==> config.mk <==
export PLATFORM = sky130hd
export DESIGN_NAME = snitch_cluster_boot_ctrl
export DESIGN_NICKNAME = d
export VERILOG_FILES = /design/src/rtl/snitch_cluster_boot_ctrl.sv
export SDC_FILE = /design/constraint.sdc
export NUM_CORES = 1
export LEC_CHECK = 0
export CAP_MARGIN = 20
export CORE_MARGIN = 3
export CORE_UTILIZATION = 30
export DETAILED_ROUTE_END_ITERATION = 16
export HOLD_SLACK_MARGIN = 0.15
export PLACE_DENSITY = 0.71
export SLEW_MARGIN = 20
export SYNTH_ARGS = -nofsm -noshare
export SYNTH_HDL_FRONTEND = slang
export SYNTH_SLANG_ARGS = --single-unit
==> constraint.sdc <==
create_clock -name clk_i -period 3.5 [get_ports clk_i]
set_input_delay 0.7 -clock clk_i [delete_from_list [all_inputs] [get_ports clk_i]]
set_output_delay 0.7 -clock clk_i [all_outputs]
set_load 0.02 [all_outputs]
==> src/rtl/snitch_cluster_boot_ctrl.sv <==
// Boot sequencer for the cluster narrow AXI slave port: writes the entry point to SCRATCH_1,
// then all-ones to CL_CLINT_SET to wake every core.
module snitch_cluster_boot_ctrl #(
  parameter int unsigned          AddrWidth     = 48,
  parameter int unsigned          DataWidth     = 64,
  parameter int unsigned          NrCores       = 9,
  parameter logic [AddrWidth-1:0] ScratchAddr   = '0,
  parameter logic [AddrWidth-1:0] ClintSetAddr  = '0,
  parameter int unsigned          TimeoutCycles = 1024
) (
  input  logic                   clk_i,
  input  logic                   rst_ni,
  input  logic                   start_i,
  input  logic [31:0]            entry_i,
  output logic [AddrWidth-1:0]   aw_addr_o,
  output logic [2:0]             aw_size_o,
  output logic                   aw_valid_o,
  input  logic                   aw_ready_i,
  output logic [DataWidth-1:0]   w_data_o,
  output logic [DataWidth/8-1:0] w_strb_o,
  output logic                   w_last_o,
  output logic                   w_valid_o,
  input  logic                   w_ready_i,
  input  logic [1:0]             b_resp_i,
  input  logic                   b_valid_i,
  output logic                   b_ready_o,
  output logic                   busy_o,
  output logic                   done_o,
  output logic                   error_o,
  output logic                   err_step_o
);

  localparam logic [3:0] StIdle = 4'd0;
  localparam logic [3:0] StAw0  = 4'd1;
  localparam logic [3:0] StW0   = 4'd2;
  localparam logic [3:0] StB0   = 4'd3;
  localparam logic [3:0] StAw1  = 4'd4;
  localparam logic [3:0] StW1   = 4'd5;
  localparam logic [3:0] StB1   = 4'd6;
  localparam logic [3:0] StDone = 4'd7;
  localparam logic [3:0] StErr  = 4'd8;

  localparam logic [1:0]           RespOkay = 2'b00;
  localparam logic [NrCores-1:0]   CoreMask = '1;
  localparam int unsigned          CntWidth = (TimeoutCycles > 1) ? $clog2(TimeoutCycles) : 1;
  localparam logic [CntWidth-1:0]  CntLast  = CntWidth'((TimeoutCycles > 0) ? TimeoutCycles - 1 : 0);

  logic [3:0]          state_q, state_d;
  logic [31:0]         entry_q;
  logic [CntWidth-1:0] cnt_q;
  logic                error_q, err_step_q;
  logic                in_aw, in_w, in_b, in_xfer, step;
  logic                start_ok, wd_fire, bad_resp;

  assign in_aw    = (state_q == StAw0) || (state_q == StAw1);
  assign in_w     = (state_q == StW0)  || (state_q == StW1);
  assign in_b     = (state_q == StB0)  || (state_q == StB1);
  assign in_xfer  = in_aw || in_w || in_b;
  assign step     = (state_q == StAw1) || (state_q == StW1) || (state_q == StB1);
  assign start_ok = start_i && ((state_q == StIdle) || (state_q == StDone) || (state_q == StErr));
  assign bad_resp = in_b && b_valid_i && (b_resp_i != RespOkay);
  // The watchdog only flags; valids stay asserted so the bus never sees a withdrawn request.
  assign wd_fire  = (TimeoutCycles != 0) && in_xfer && (cnt_q == CntLast);

  always_comb begin
    state_d = state_q;
    case (state_q)
      StIdle, StDone, StErr: if (start_i) state_d = StAw0;
      StAw0: if (aw_ready_i) state_d = StW0;
      StW0:  if (w_ready_i)  state_d = StB0;
      StB0:  if (b_valid_i)  state_d = (b_resp_i == RespOkay) ? StAw1 : StErr;
      StAw1: if (aw_ready_i) state_d = StW1;
      StW1:  if (w_ready_i)  state_d = StB1;
      StB1:  if (b_valid_i)  state_d = (b_resp_i == RespOkay) ? StDone : StErr;
      default: state_d = StIdle;
    endcase
  end

  always_ff @(posedge clk_i) begin
    if (!rst_ni) begin
      state_q    <= StIdle;
      entry_q    <= '0;
      cnt_q      <= '0;
      error_q    <= 1'b0;
      err_step_q <= 1'b0;
    end else begin
      state_q <= state_d;
      if (start_ok) entry_q <= entry_i;
      // Saturating so a long stall cannot wrap around and re-fire.
      if ((state_d != state_q) || !in_xfer) cnt_q <= '0;
      else if (cnt_q != CntLast)            cnt_q <= cnt_q + 1'b1;
      if (start_ok) begin
        error_q    <= 1'b0;
        err_step_q <= 1'b0;
      end else if (!error_q && (wd_fire || bad_resp)) begin
        error_q    <= 1'b1;
        err_step_q <= step;
      end
    end
  end

  assign aw_size_o  = 3'($clog2(DataWidth/8));
  assign aw_valid_o = in_aw;
  assign aw_addr_o  = in_aw ? (step ? ClintSetAddr : ScratchAddr) : '0;
  assign w_valid_o  = in_w;
  assign w_data_o   = in_w ? (step ? DataWidth'(CoreMask) : DataWidth'(entry_q)) : '0;
  assign w_strb_o   = {(DataWidth/8){in_w}};
  assign w_last_o   = in_w;
  assign b_ready_o  = in_b;
  assign busy_o     = in_xfer;
  assign done_o     = (state_q == StDone);
  assign error_o    = error_q || wd_fire;
  assign err_step_o = error_q ? err_step_q : (wd_fire && step);

endmodule
==> results.md, run 1 <==
- Pwr/cell area: 337 nW/um2
- CP Cell Sequence: and2b_2, a21boi_1, nor3_2, buf_4, and2_1, clkdlybuf4s50_1
- Max Transition Viols Final: 0
- FF-to-FF Start: state_q[3]$_SDFF_PN0_
- Buf+Inv Stages, Crit Path: 2
- Nets: 513
- CTS clk-pin slew, worst paths: 0.09 ns
- Min Tclk post-route: 3.28 ns
- Die area: 12,000 um2
- GRT overflow: 0
- Share of power burned in registers: 45.1%
- Initial Util: 31.0%
- Setup-failing EPs final: 0
- Worst setup path class: flop to output pin
- R2r setup slk: 0.73 ns
- Site row count: 37
- Reg area: 963 um2
- # IOs: 171
- RSZ-0062 raised after global routing: false
- Post-Synthesis Cells: 401
- Antenna violations before repair: 0
- YS warnings: 0
- Fraction of registers with async set/reset: 0%
- Area of the multi-input gates: 1750 um2
- Clock root cell: clkbuf_8
- Critical path's largest stage delay: 0.65 ns
- Worst skew pair latency: 0.30 ns
- Register area share after synthesis: 29.8%
- Commonest cells in the netlist: buf_4, nand2_1, dfxtp_1
- Pre-antenna DRT Iters: 4
- Clk_skew: 0.00896 ns
- Setup WS pre-CTS: 0.534 ns
- CP arrival: 2.58 ns
- Htree depth: 2
- P_leak: 1.51 nW
- Via/cell ratio: 4.25
- HP Class: flop to flop
- PortBufs: 87
- Worst vdd ir: 0.156 mV
- Status: finished, final reports clean
- Final setup margin: 0.218 ns
- Slew @ Worst Pin: 0.980 ns
- Hold Path Stages: 2
- First-pass GRT wire length: 11,500 um
- Yosys reg bits: 48
- FF-to-FF path depth: 5
- Fin. Hold Viols: 0
- Filler instances: 1,094
- Max_cap viols: 0
- Routed Antenna Nets: 0
- Reg-to-Reg End: cnt_q[4]$_SDFFE_PP0P_
- Pwr Total: 1.33 mW
- Startpoint Class: flop
- Final WL: 7250 um
- Synth area leader: dfxtp_1
- HPWL after DPL: 5410 um
- Initial DRC Count: 93
- Post-Syn Area: 3230 um2
- Ranking of synthesized cells by area: dfxtp_1, buf_4, nand2_1
- CTS sink cnt: 48
- # DRC: 0
- Diode count: 0
- Synthesized area per cell: 8.05 um2
- Clock Path Buffers: 2
- Largest net degree at the start of global routing: 38
- Die Wd: 110 um
- Combinational power share: 24.8%
- Cts bufs inserted: 5
- Hold slack: 0.458 ns
- Fmax: 305 MHz
- Switching Share: 31.9%
- Hold-fix buffers, CTS: 0
- Max-slew headroom at the worst pin: 34.4%
- Netlist cell types: 53
- Core footprint: 10,400 um2
- Int Power: 0.906 mW
- Final GP Congestion: 0.912
- Net switching power figure: 0.423 mW
- Most frequent cell after synthesis: buf_4
- End of the worst hold path: entry_q[12]$_SDFFE_PN0P_
- Post-synth top area share: 29.8%
- Final setup TNS: 0 ns
- Element type at the critical path end: output pin
- Synth-to-layout area growth: 22.0%
- CP delay by family, top: buffers and inverters
- Post-synth EDFFs: 0
- Die height: 110 um
- Crit share post-route: 93.8%
- Hold path start: entry_q[12]$_SDFFE_PN0P_
- Post-synth top flop: dfxtp_1
- CTS tree: yes
- Clock power share: 30.1%
- CP max FO: 13
- Data required, critical path: 2.80 ns
- Total number of vias: 2,589
- Total Routing Usage GR: 11.7%
- WL/cell: 11.9 um
- Ratio of cells with drive above 1 in the final layout: 8.88%
- Vias in the first global route: 2,392
- Crit-path slowest cell: dfxtp_1
[stage by stage]
step	area (um2)	util (%)	instances
finish	3940	37.8	609
detailed placement	3830	36.7	601
global placement	3830	36.7	601
global route	3940	37.8	609
floorplan	3530	-	482
CTS	3940	37.8	609
[worst reg2reg max path, delay by kind of cell (launching register included)]
kind               cells  cell delay, ns
AOI/OAI and AO/OA      3            1.61
and+or+nand+nor        2            0.40
DFF                    1            0.65
[timing repair]
action	CTS	global route
setup buffers	0	0
gates resized for setup	0	2
setup endpoints to repair	0	11
[final cells by class]
class	count	share of cell area, %
Clock buffer	5	1.75
Clock inverter	3	1.08
Inverter	7	0.667
Multi-Input combinational cell	317	44.5
Sequential cell	48	24.5
Tap cell	136	4.32
Timing Repair Buffer	93	23.2
[kinds of logic after synthesis]
family / Yosys count / synth area share, %
and+or+nand+nor: 155 / 26.7
buffers and inverters: 117 / 25.4
AOI/OAI and AO/OA: 69 / 15.0
DFF: 48 / 29.8
xor gates and xnor gates: 5 / 1.36
muxes: 4 / 1.24
other: 2 / 0.233
adders and majority gates: 1 / 0.387
[power groups by stage]
stage	registers (mW)	logic [mW]	clock network [mW]
final	0.600	0.330	0.400
after detailed placement	0.612	0.332	0
after floorplan	0.601	0.310	0
after global placement	0.611	0.327	0
after CTS	0.600	0.333	0.418
after global routing	0.606	0.364	0.437
[cell usage in the layout, fill, tap and decap left out, types with 8 or more instances in the layout]
cell | synthesis | final
nor3b_2 | 8 | 8
clkdlybuf4s50_1 | 0 | 87
nand3_1 | 8 | 8
and2_1 | 24 | 24
o21a_1 | 10 | 10
conb_1 | 2 | 83
a21oi_1 | 23 | 23
nor2_1 | 10 | 10
nand2_1 | 76 | 76
dfxtp_1 | 48 | 46
a21boi_0 | 14 | 14
[worst max path at each step]
stage | from | cells past startpoint | endpoint | slack, ns
final | state_q[3]$_SDFF_PN0_ | 6 | w_data_o[20] | 0.22
after global routing | state_q[3]$_SDFF_PN0_ | 6 | w_data_o[27] | 0.06
after detailed placement | state_q[0]$_SDFF_PN0_ | 7 | w_data_o[16] | 0.53
after global placement | state_q[3]$_SDFF_PN0_ | 6 | w_data_o[23] | 0.63
after CTS | state_q[0]$_SDFF_PN0_ | 7 | w_data_o[16] | 0.18
after floorplan | state_q[2]$_SDFF_PN0_ | 6 | err_step_o | 1.07
[state kept, by name, summed over array words and instances, names as in the netlist]
register    cells
cnt_q          10
entry_q        32
state_q         4
err_step_q      1
error_q         1
[metal layers]
metal  vias to the layer above  share of wire (%)  GRT usage [%]
li1                       1294                  -              -
met1                      1175                 43           15.0
met2                       116                 48           19.4
met3                         4                8.9           3.58
met4                         0               0.54           2.49
met5                         -                  0              0
No activity file was read; power rests on OpenSTA's default activity.
==> run 2, diff against run 1 <==
CORE_ASPECT_RATIO = 0.7   (was not set)
CORE_MARGIN = not set   (was 3)
==> run 2 against run 1 <==
  * Non-clock buffer count is the same
  * Clock skew shrank 0.0029 ns
  * Register-to-register slack gained 0.15 ns
  * Highest routed layer unchanged
==> results.md, run 2 (synthesis gave the netlist of run 1 again) <==
- # DRC: 0 (unchanged)
- Int Power: 1.03 mW (was 0.906 mW)
- DR top layer: met4 (unchanged)
- P_leak: 1.54 nW (was 1.51 nW)
- Routed met2 length: 3470 um (was 3460 um)
- Max reg flops: 32 (unchanged)
- Worst setup path class: flop to output pin (unchanged)
- Setup-failing EPs final: 0 (unchanged)
- First-pass GRT wire length: 11,400 um (was 11,500 um)
- Via/cell ratio: 4.27 (was 4.25)
- Ratio of cells with drive above 1 in the final layout: 8.67% (was 8.88%)
- Max_cap viols: 0 (unchanged)
- Max-slew headroom at the worst pin: 34.8% (was 34.4%)
- Setup WS pre-CTS: 0.395 ns (was 0.534 ns)
- CP Cell Sequence: inv_2, nor3_1, a21oi_1, nor3_2, buf_4, and2_1, clkdlybuf4s50_1 (was and2b_2, a21boi_1, nor3_2, buf_4, and2_1, clkdlybuf4s50_1)
- FF-to-FF Start: state_q[1]$_SDFF_PN0_ (was state_q[3]$_SDFF_PN0_)
- Die height: 88.8 um (was 110 um)
- Final setup margin: 0.173 ns (was 0.218 ns)
- Reg-to-Reg End: cnt_q[7]$_SDFFE_PP0P_ (was cnt_q[4]$_SDFFE_PP0P_)
- Diode count: 0 (unchanged)
- Critical path's largest stage delay: 0.63 ns (was 0.65 ns)
- Switching Share: 30.5% (was 31.9%)
- Fin. Hold Viols: 0 (unchanged)
- Share of power burned in registers: 40.3% (was 45.1%)
- Total number of vias: 2,586 (was 2,589)
- FF-to-FF path depth: 5 (unchanged)
- WL/cell: 12.0 um (was 11.9 um)
- Post-CTS Setup Bufs: 0 (unchanged)
- Die area: 11,200 um2 (was 12,000 um2)
- DRT met1 WL: 3320 um (was 3110 um)
- Hold Path Stages: 2 (unchanged)
- CP arrival: 2.63 ns (was 2.58 ns)
- End of the worst hold path: entry_q[12]$_SDFFE_PN0P_ (unchanged)
- Pre-antenna DRT Iters: 4 (unchanged)
- Final WL: 7260 um (was 7250 um)
- RSZ-0062 raised after global routing: false (unchanged)
- Slew @ Worst Pin: 0.974 ns (was 0.980 ns)
- CTS sink cnt: 48 (unchanged)
- Hold path start: entry_q[12]$_SDFFE_PN0P_ (unchanged)
- Clock root cell: clkbuf_16 (was clkbuf_8)
- Max Transition Viols Final: 0 (unchanged)
- Startpoint Class: flop (unchanged)
- Clock Path Buffers: 2 (unchanged)
- HPWL after DPL: 5290 um (was 5410 um)
- Routed Antenna Nets: 0 (unchanged)
- Worst vdd ir: 0.201 mV (was 0.156 mV)
- Hold-fix buffers, CTS: 0 (unchanged)
- Clock power share: 37.6% (was 30.1%)
- HP Class: flop to flop (unchanged)
- Status: finished, final reports clean (unchanged)
- Fmax: 301 MHz (was 305 MHz)
- Finished Layout Cells: 605 (was 609)
- Initial DRC Count: 82 (was 93)
- Final setup TNS: 0 ns (unchanged)
- Site row count: 31 (was 37)
- PortBufs: 87 (unchanged)
- Combinational power share: 22.1% (was 24.8%)
- Crit share post-route: 95.0% (was 93.8%)
- GRT overflow: 0 (unchanged)
- Antenna violations before repair: 0 (unchanged)
- Commonest non-fill, non-tap cell in the layout: clkdlybuf4s50_1 (unchanged)
- Vias in the first global route: 2,331 (was 2,392)
- Die Wd: 126 um (was 110 um)
- Largest net degree at the start of global routing: 38 (unchanged)
- Htree depth: 2 (unchanged)
- CTS clk-pin slew, worst paths: 0.07 ns (was 0.09 ns)
- Core footprint: 10,400 um2 (about the same)
- R2r setup slk: 0.88 ns (was 0.73 ns)
- CP max FO: 23 (was 13)
- Pwr/cell area: 372 nW/um2 (was 337 nW/um2)
- Crit-path slowest cell: dfxtp_1 (unchanged)
- Placed Cells: 597 (was 601)
- Net switching power figure: 0.454 mW (was 0.423 mW)
- Total Routing Usage GR: 12.8% (was 11.7%)
- Biggest register: entry_q (unchanged)
- CTS tree: yes (unchanged)
- Element type at the critical path end: output pin (unchanged)
- Met3 WL: 446 um (was 642 um)
- Clk_skew: 0.00604 ns (was 0.00896 ns)
- Synth-to-layout area growth: 23.8% (was 22.0%)
- Data required, critical path: 2.80 ns (about the same)
- # IOs: 171 (unchanged)
- Nets: 513 (unchanged)
- Worst skew pair latency: 0.28 ns (was 0.30 ns)
- Largest regs: entry_q: 32 flops, cnt_q: 10 flops, state_q: 4 flops (unchanged)
- Initial Util: 31.1% (was 31.0%)
- Cts bufs inserted: 5 (unchanged)
- Min Tclk post-route: 3.33 ns (was 3.28 ns)
- Most frequent cells in the layout: clkdlybuf4s50_1, conb_1, nand2_1 (unchanged)
- Final GP Congestion: 0.788 (was 0.912)
-- run 2: worst max-delay path by stage --
| stage | to | cells after the start | from |
|---|---|---|---|
| final | w_data_o[27] | 7 | state_q[0]$_SDFF_PN0_ |
| after global routing | w_data_o[27] | 7 | state_q[0]$_SDFF_PN0_ |
| after global placement | w_data_o[7] | 6 | state_q[0]$_SDFF_PN0_ |
| after detailed placement | w_data_o[0] | 6 | state_q[2]$_SDFF_PN0_ |
| after CTS | w_data_o[0] | 6 | state_q[2]$_SDFF_PN0_ |
| after floorplan | err_step_o | 6 | state_q[2]$_SDFF_PN0_ |
-- run 2: per-layer routing --
layer | vias up | global-route usage, %
met4 | 0 | 2.63
met5 | - | 0
met2 | 83 | 22.3
li1 | 1290 | -
met1 | 1211 | 16.2
met3 | 2 | 3.45
-- run 2: repair_timing --
item | in CTS | in global routing
resized for setup | 0 | 2
endpoints found under the setup margin | 0 | 21
hold endpoints to repair | 0 | 0
-- run 2: through the flow --
step           power, mW  util, %  cell area [um2]  hold slack, ns
2_1_floorplan      0.911        -             3530           0.432
3_3_place_gp       0.934     36.8             3820           0.439
3_5_place_dp       0.941     36.8             3820           0.444
4_1_cts             1.51     38.4             3990           0.454
5_1_grt             1.57     38.5             4000           0.470
6_report            1.49     38.5             4000           0.454
-- run 2: power by group through the flow --
| stage | registers [mW] | clock network (mW) | logic, mW |
|---|---|---|---|
| after detailed placement | 0.612 | 0 | 0.329 |
| final | 0.600 | 0.559 | 0.328 |
| after CTS | 0.600 | 0.577 | 0.329 |
| after floorplan | 0.601 | 0 | 0.310 |
| after global routing | 0.604 | 0.599 | 0.362 |
| after global placement | 0.610 | 0 | 0.323 |
-- run 2: area by class of cell --
class                      count  area (um2)
sequential                    48         962
timing repair buffer          93         916
fill                        1054        6400
clock buffer                   5         125
multi-input combinational    317        1760
clock inverter                 3        46.3
inverter                       7        26.3
tap                          132         165
-- run 2: critical path: cells and delay by family (launching register included) --
kind	cells	cell delay (ns)
flip-flops	1	0.63
AND/OR/NAND/NOR	3	0.59
buffers and inverters	3	1.00
AO/OA/AOI/OAI	1	0.12
==> run 3, diff against run 2 <==
CELL_PAD_IN_SITES_DETAIL_PLACEMENT = 0   (was not set)
CELL_PAD_IN_SITES_GLOBAL_PLACEMENT = 1   (was not set)
GPL_ROUTABILITY_DRIVEN = 0   (was not set)
PLACE_DENSITY = 0.94   (was 0.71)
TNS_END_PERCENT = 10   (was not set)
==> run 3 against run 2 <==
  * Sequential share of layout area grew 0.053 points
  * Sequential power is essentially flat
  * Via count shrank 1.9%
  * Total power shrank 0.88%
  * Critical path depth is the same
  * Largest power group unchanged
  * Die area is the same
  * Wire length is essentially flat
  * Clock skew shrank 0.0018 ns
  * First-iteration DRC count grew 40%
  * Clock power shrank 3%
==> results.md, run 3 (synthesis gave the netlist of run 1 again) <==
- Status: finished, final reports clean (unchanged)
- Setup-failing EPs final: 0 (unchanged)
- Max-slew headroom at the worst pin: 34.7% (was 34.8%)
- FF-to-FF Start: state_q[3]$_SDFF_PN0_ (was state_q[1]$_SDFF_PN0_)
- Combinational power share: 22.5% (was 22.1%)
- CP arrival: 2.56 ns (was 2.63 ns)
- Final setup TNS: 0 ns (unchanged)
- Initial DRC Count: 115 (was 82)
- Worst setup path class: flop to output pin (unchanged)
- Critical path's largest stage delay: 0.64 ns (was 0.63 ns)
- Fmax: 307 MHz (was 301 MHz)
- Hold slack: 0.457 ns (was 0.454 ns)
- Clk_skew: 0.00425 ns (was 0.00604 ns)
- Diode count: 0 (unchanged)
- CP Cell Sequence: inv_1, nor3_1, a21oi_1, nor3_2, buf_4, and2_1, clkdlybuf4s50_1 (was inv_2, nor3_1, a21oi_1, nor3_2, buf_4, and2_1, clkdlybuf4s50_1)
- HP Class: flop to flop (unchanged)
- Antenna violations before repair: 0 (unchanged)
- FF-to-FF path depth: 5 (unchanged)
- Vias in the first global route: 2,295 (was 2,331)
- RSZ-0062 raised after global routing: false (unchanged)
- CP delay by family, top: buffers and inverters (unchanged)
- Share of power burned in registers: 40.8% (was 40.3%)
- Nets: 513 (unchanged)
- Via/cell ratio: 4.19 (was 4.27)
- Worst vdd ir: 0.197 mV (was 0.201 mV)
- Critical path depth: 7 (unchanged)
- Startpoint Class: flop (unchanged)
- Initial Util: 31.1% (unchanged)
- # DRC: 0 (unchanged)
- CP max FO: 15 (was 23)
- Net switching power figure: 0.443 mW (was 0.454 mW)
- Max reg flops: 32 (unchanged)
- Data required, critical path: 2.80 ns (about the same)
- Ratio of cells with drive above 1 in the final layout: 8.67% (unchanged)
- R2r setup slk: 0.81 ns (was 0.88 ns)
- Total number of vias: 2,536 (was 2,586)
- CTS tree: yes (unchanged)
- Reg-to-Reg End: cnt_q[0]$_SDFFE_PP0P_ (was cnt_q[7]$_SDFFE_PP0P_)
- Met3 global-route usage: 3.08% (was 3.45%)
- Clock root cell: clkbuf_16 (unchanged)
- Int Power: 1.03 mW (about the same)
- Synth-to-layout area growth: 23.6% (was 23.8%)
- Met1 Use GR: 17.2% (was 16.2%)
- CP startpoint: state_q[2]$_SDFF_PN0_ (was state_q[0]$_SDFF_PN0_)
- Largest regs: entry_q: 32 flops, cnt_q: 10 flops, state_q: 4 flops (unchanged)
- Pwr/cell area: 369 nW/um2 (was 372 nW/um2)
- Slew @ Worst Pin: 0.976 ns (was 0.974 ns)
- Most frequent cells in the layout: clkdlybuf4s50_1, conb_1, nand2_1 (unchanged)
- GRT overflow: 0 (unchanged)
- Fin. Hold Viols: 0 (unchanged)
- Final Core Density: 38.4% (was 38.5%)
- Clock Path Buffers: 2 (unchanged)
- CP endpoint: w_data_o[20] (was w_data_o[27])
- Element type at the critical path end: output pin (unchanged)
- Crit share post-route: 93.1% (was 95.0%)
- Cts bufs inserted: 5 (unchanged)
- Most used routing layer: met2 (unchanged)
- Largest net degree at the start of global routing: 38 (unchanged)
- Max Transition Viols Final: 0 (unchanged)
- Die area: 11,200 um2 (unchanged)
- Buf+Inv Stages, Crit Path: 3 (unchanged)
- Biggest register: entry_q (unchanged)
- First-pass GRT wire length: 11,600 um (was 11,400 um)
- P_leak: 1.53 nW (was 1.54 nW)
- Htree depth: 2 (unchanged)
- Min Tclk post-route: 3.26 ns (was 3.33 ns)
- Worst skew pair latency: 0.28 ns (about the same)
- Total Routing Usage GR: 13.1% (was 12.8%)
- Clock power share: 36.7% (was 37.6%)
- Die Wd: 126 um (unchanged)
- CTS resizes: 0 (unchanged)
- Site row count: 31 (unchanged)
- CTS sink cnt: 48 (unchanged)
- Hold-fix buffers, CTS: 0 (unchanged)
- Final WL: 7250 um (was 7260 um)
- PortBufs: 87 (unchanged)
- Routed Antenna Nets: 0 (unchanged)
- Core footprint: 10,400 um2 (unchanged)
- # IOs: 171 (unchanged)
- Die height: 88.8 um (unchanged)
- CTS clk-pin slew, worst paths: 0.07 ns (about the same)
- Commonest non-fill, non-tap cell in the layout: clkdlybuf4s50_1 (unchanged)
- Switching Share: 30.1% (was 30.5%)
- Pre-antenna DRT Iters: 4 (unchanged)
- WL/cell: 12.0 um (about the same)
- Grt met2 use: 21.4% (was 22.3%)
- Crit-path slowest cell: dfxtp_1 (unchanged)
- HPWL after DPL: 5310 um (was 5290 um)
- Max_cap viols: 0 (unchanged)
- Post-CTS Setup Bufs: 0 (unchanged)
==> run 3: changes by cell type in the layout (fill, tap and decap cells not counted) <==
cell | before | now
clkinv_2 | 0 | 1
nor2_2 | 0 | 1
inv_6 | 1 | 0
nor2_4 | 1 | 0
==> run 3: layer usage <==
metal / vias to the layer above / wire, um
li1: 1290 / -
met1: 1144 / 3470
met2: 93 / 3250
met3: 9 / 441
met4: 0 / 96
met5: - / 0
==> run 3: worst min-delay path by stage <==
stage	endpoint	slack, ns	cells after the start	start
2_1_floorplan	entry_q[10]$_SDFFE_PN0P_	0.43	2	entry_q[10]$_SDFFE_PN0P_
3_3_place_gp	entry_q[11]$_SDFFE_PN0P_	0.44	2	entry_q[11]$_SDFFE_PN0P_
3_5_place_dp	entry_q[16]$_SDFFE_PN0P_	0.45	2	entry_q[16]$_SDFFE_PN0P_
4_1_cts	entry_q[16]$_SDFFE_PN0P_	0.46	2	entry_q[16]$_SDFFE_PN0P_
5_1_grt	entry_q[14]$_SDFFE_PN0P_	0.47	2	entry_q[14]$_SDFFE_PN0P_
6_report	entry_q[16]$_SDFFE_PN0P_	0.46	2	entry_q[16]$_SDFFE_PN0P_
==> run 3: power groups by stage <==
stage | combinational (mW) | clock, mW | sequential, mW
4_1_cts | 0.332 | 0.561 | 0.600
2_1_floorplan | 0.310 | 0 | 0.601
3_3_place_gp | 0.327 | 0 | 0.611
5_1_grt | 0.362 | 0.587 | 0.605
6_report | 0.332 | 0.541 | 0.601
3_5_place_dp | 0.331 | 0 | 0.612
==> run 3: stage by stage <==
step | area [um2] | worst slack [ns] | total power [mW] | cells
finish | 3990 | 0.240 | 1.47 | 605
global route | 3990 | 0.0277 | 1.55 | 605
CTS | 3990 | 0.225 | 1.49 | 605
detailed placement | 3820 | 0.547 | 0.943 | 597
global placement | 3820 | 0.592 | 0.939 | 597
floorplan | 3530 | 1.07 | 0.911 | 482
==> run 3: area by class of cell <==
type / count / area (um2)
tap: 132 / 165
sequential: 48 / 962
inverter: 7 / 26.3
fill: 1078 / 6400
multi-input combinational: 317 / 1750
clock buffer: 5 / 125
clock inverter: 3 / 42.5
timing repair buffer: 93 / 916
==> run 3: worst reg2reg max path, cell delays in order, from the launching register on <==
cell and delay [ns]:
dfxtp_1 0.61, and4b_4 0.30, o21ai_4 0.77, a41oi_1 0.33, a21oi_4 0.46, nor3b_2 0.10
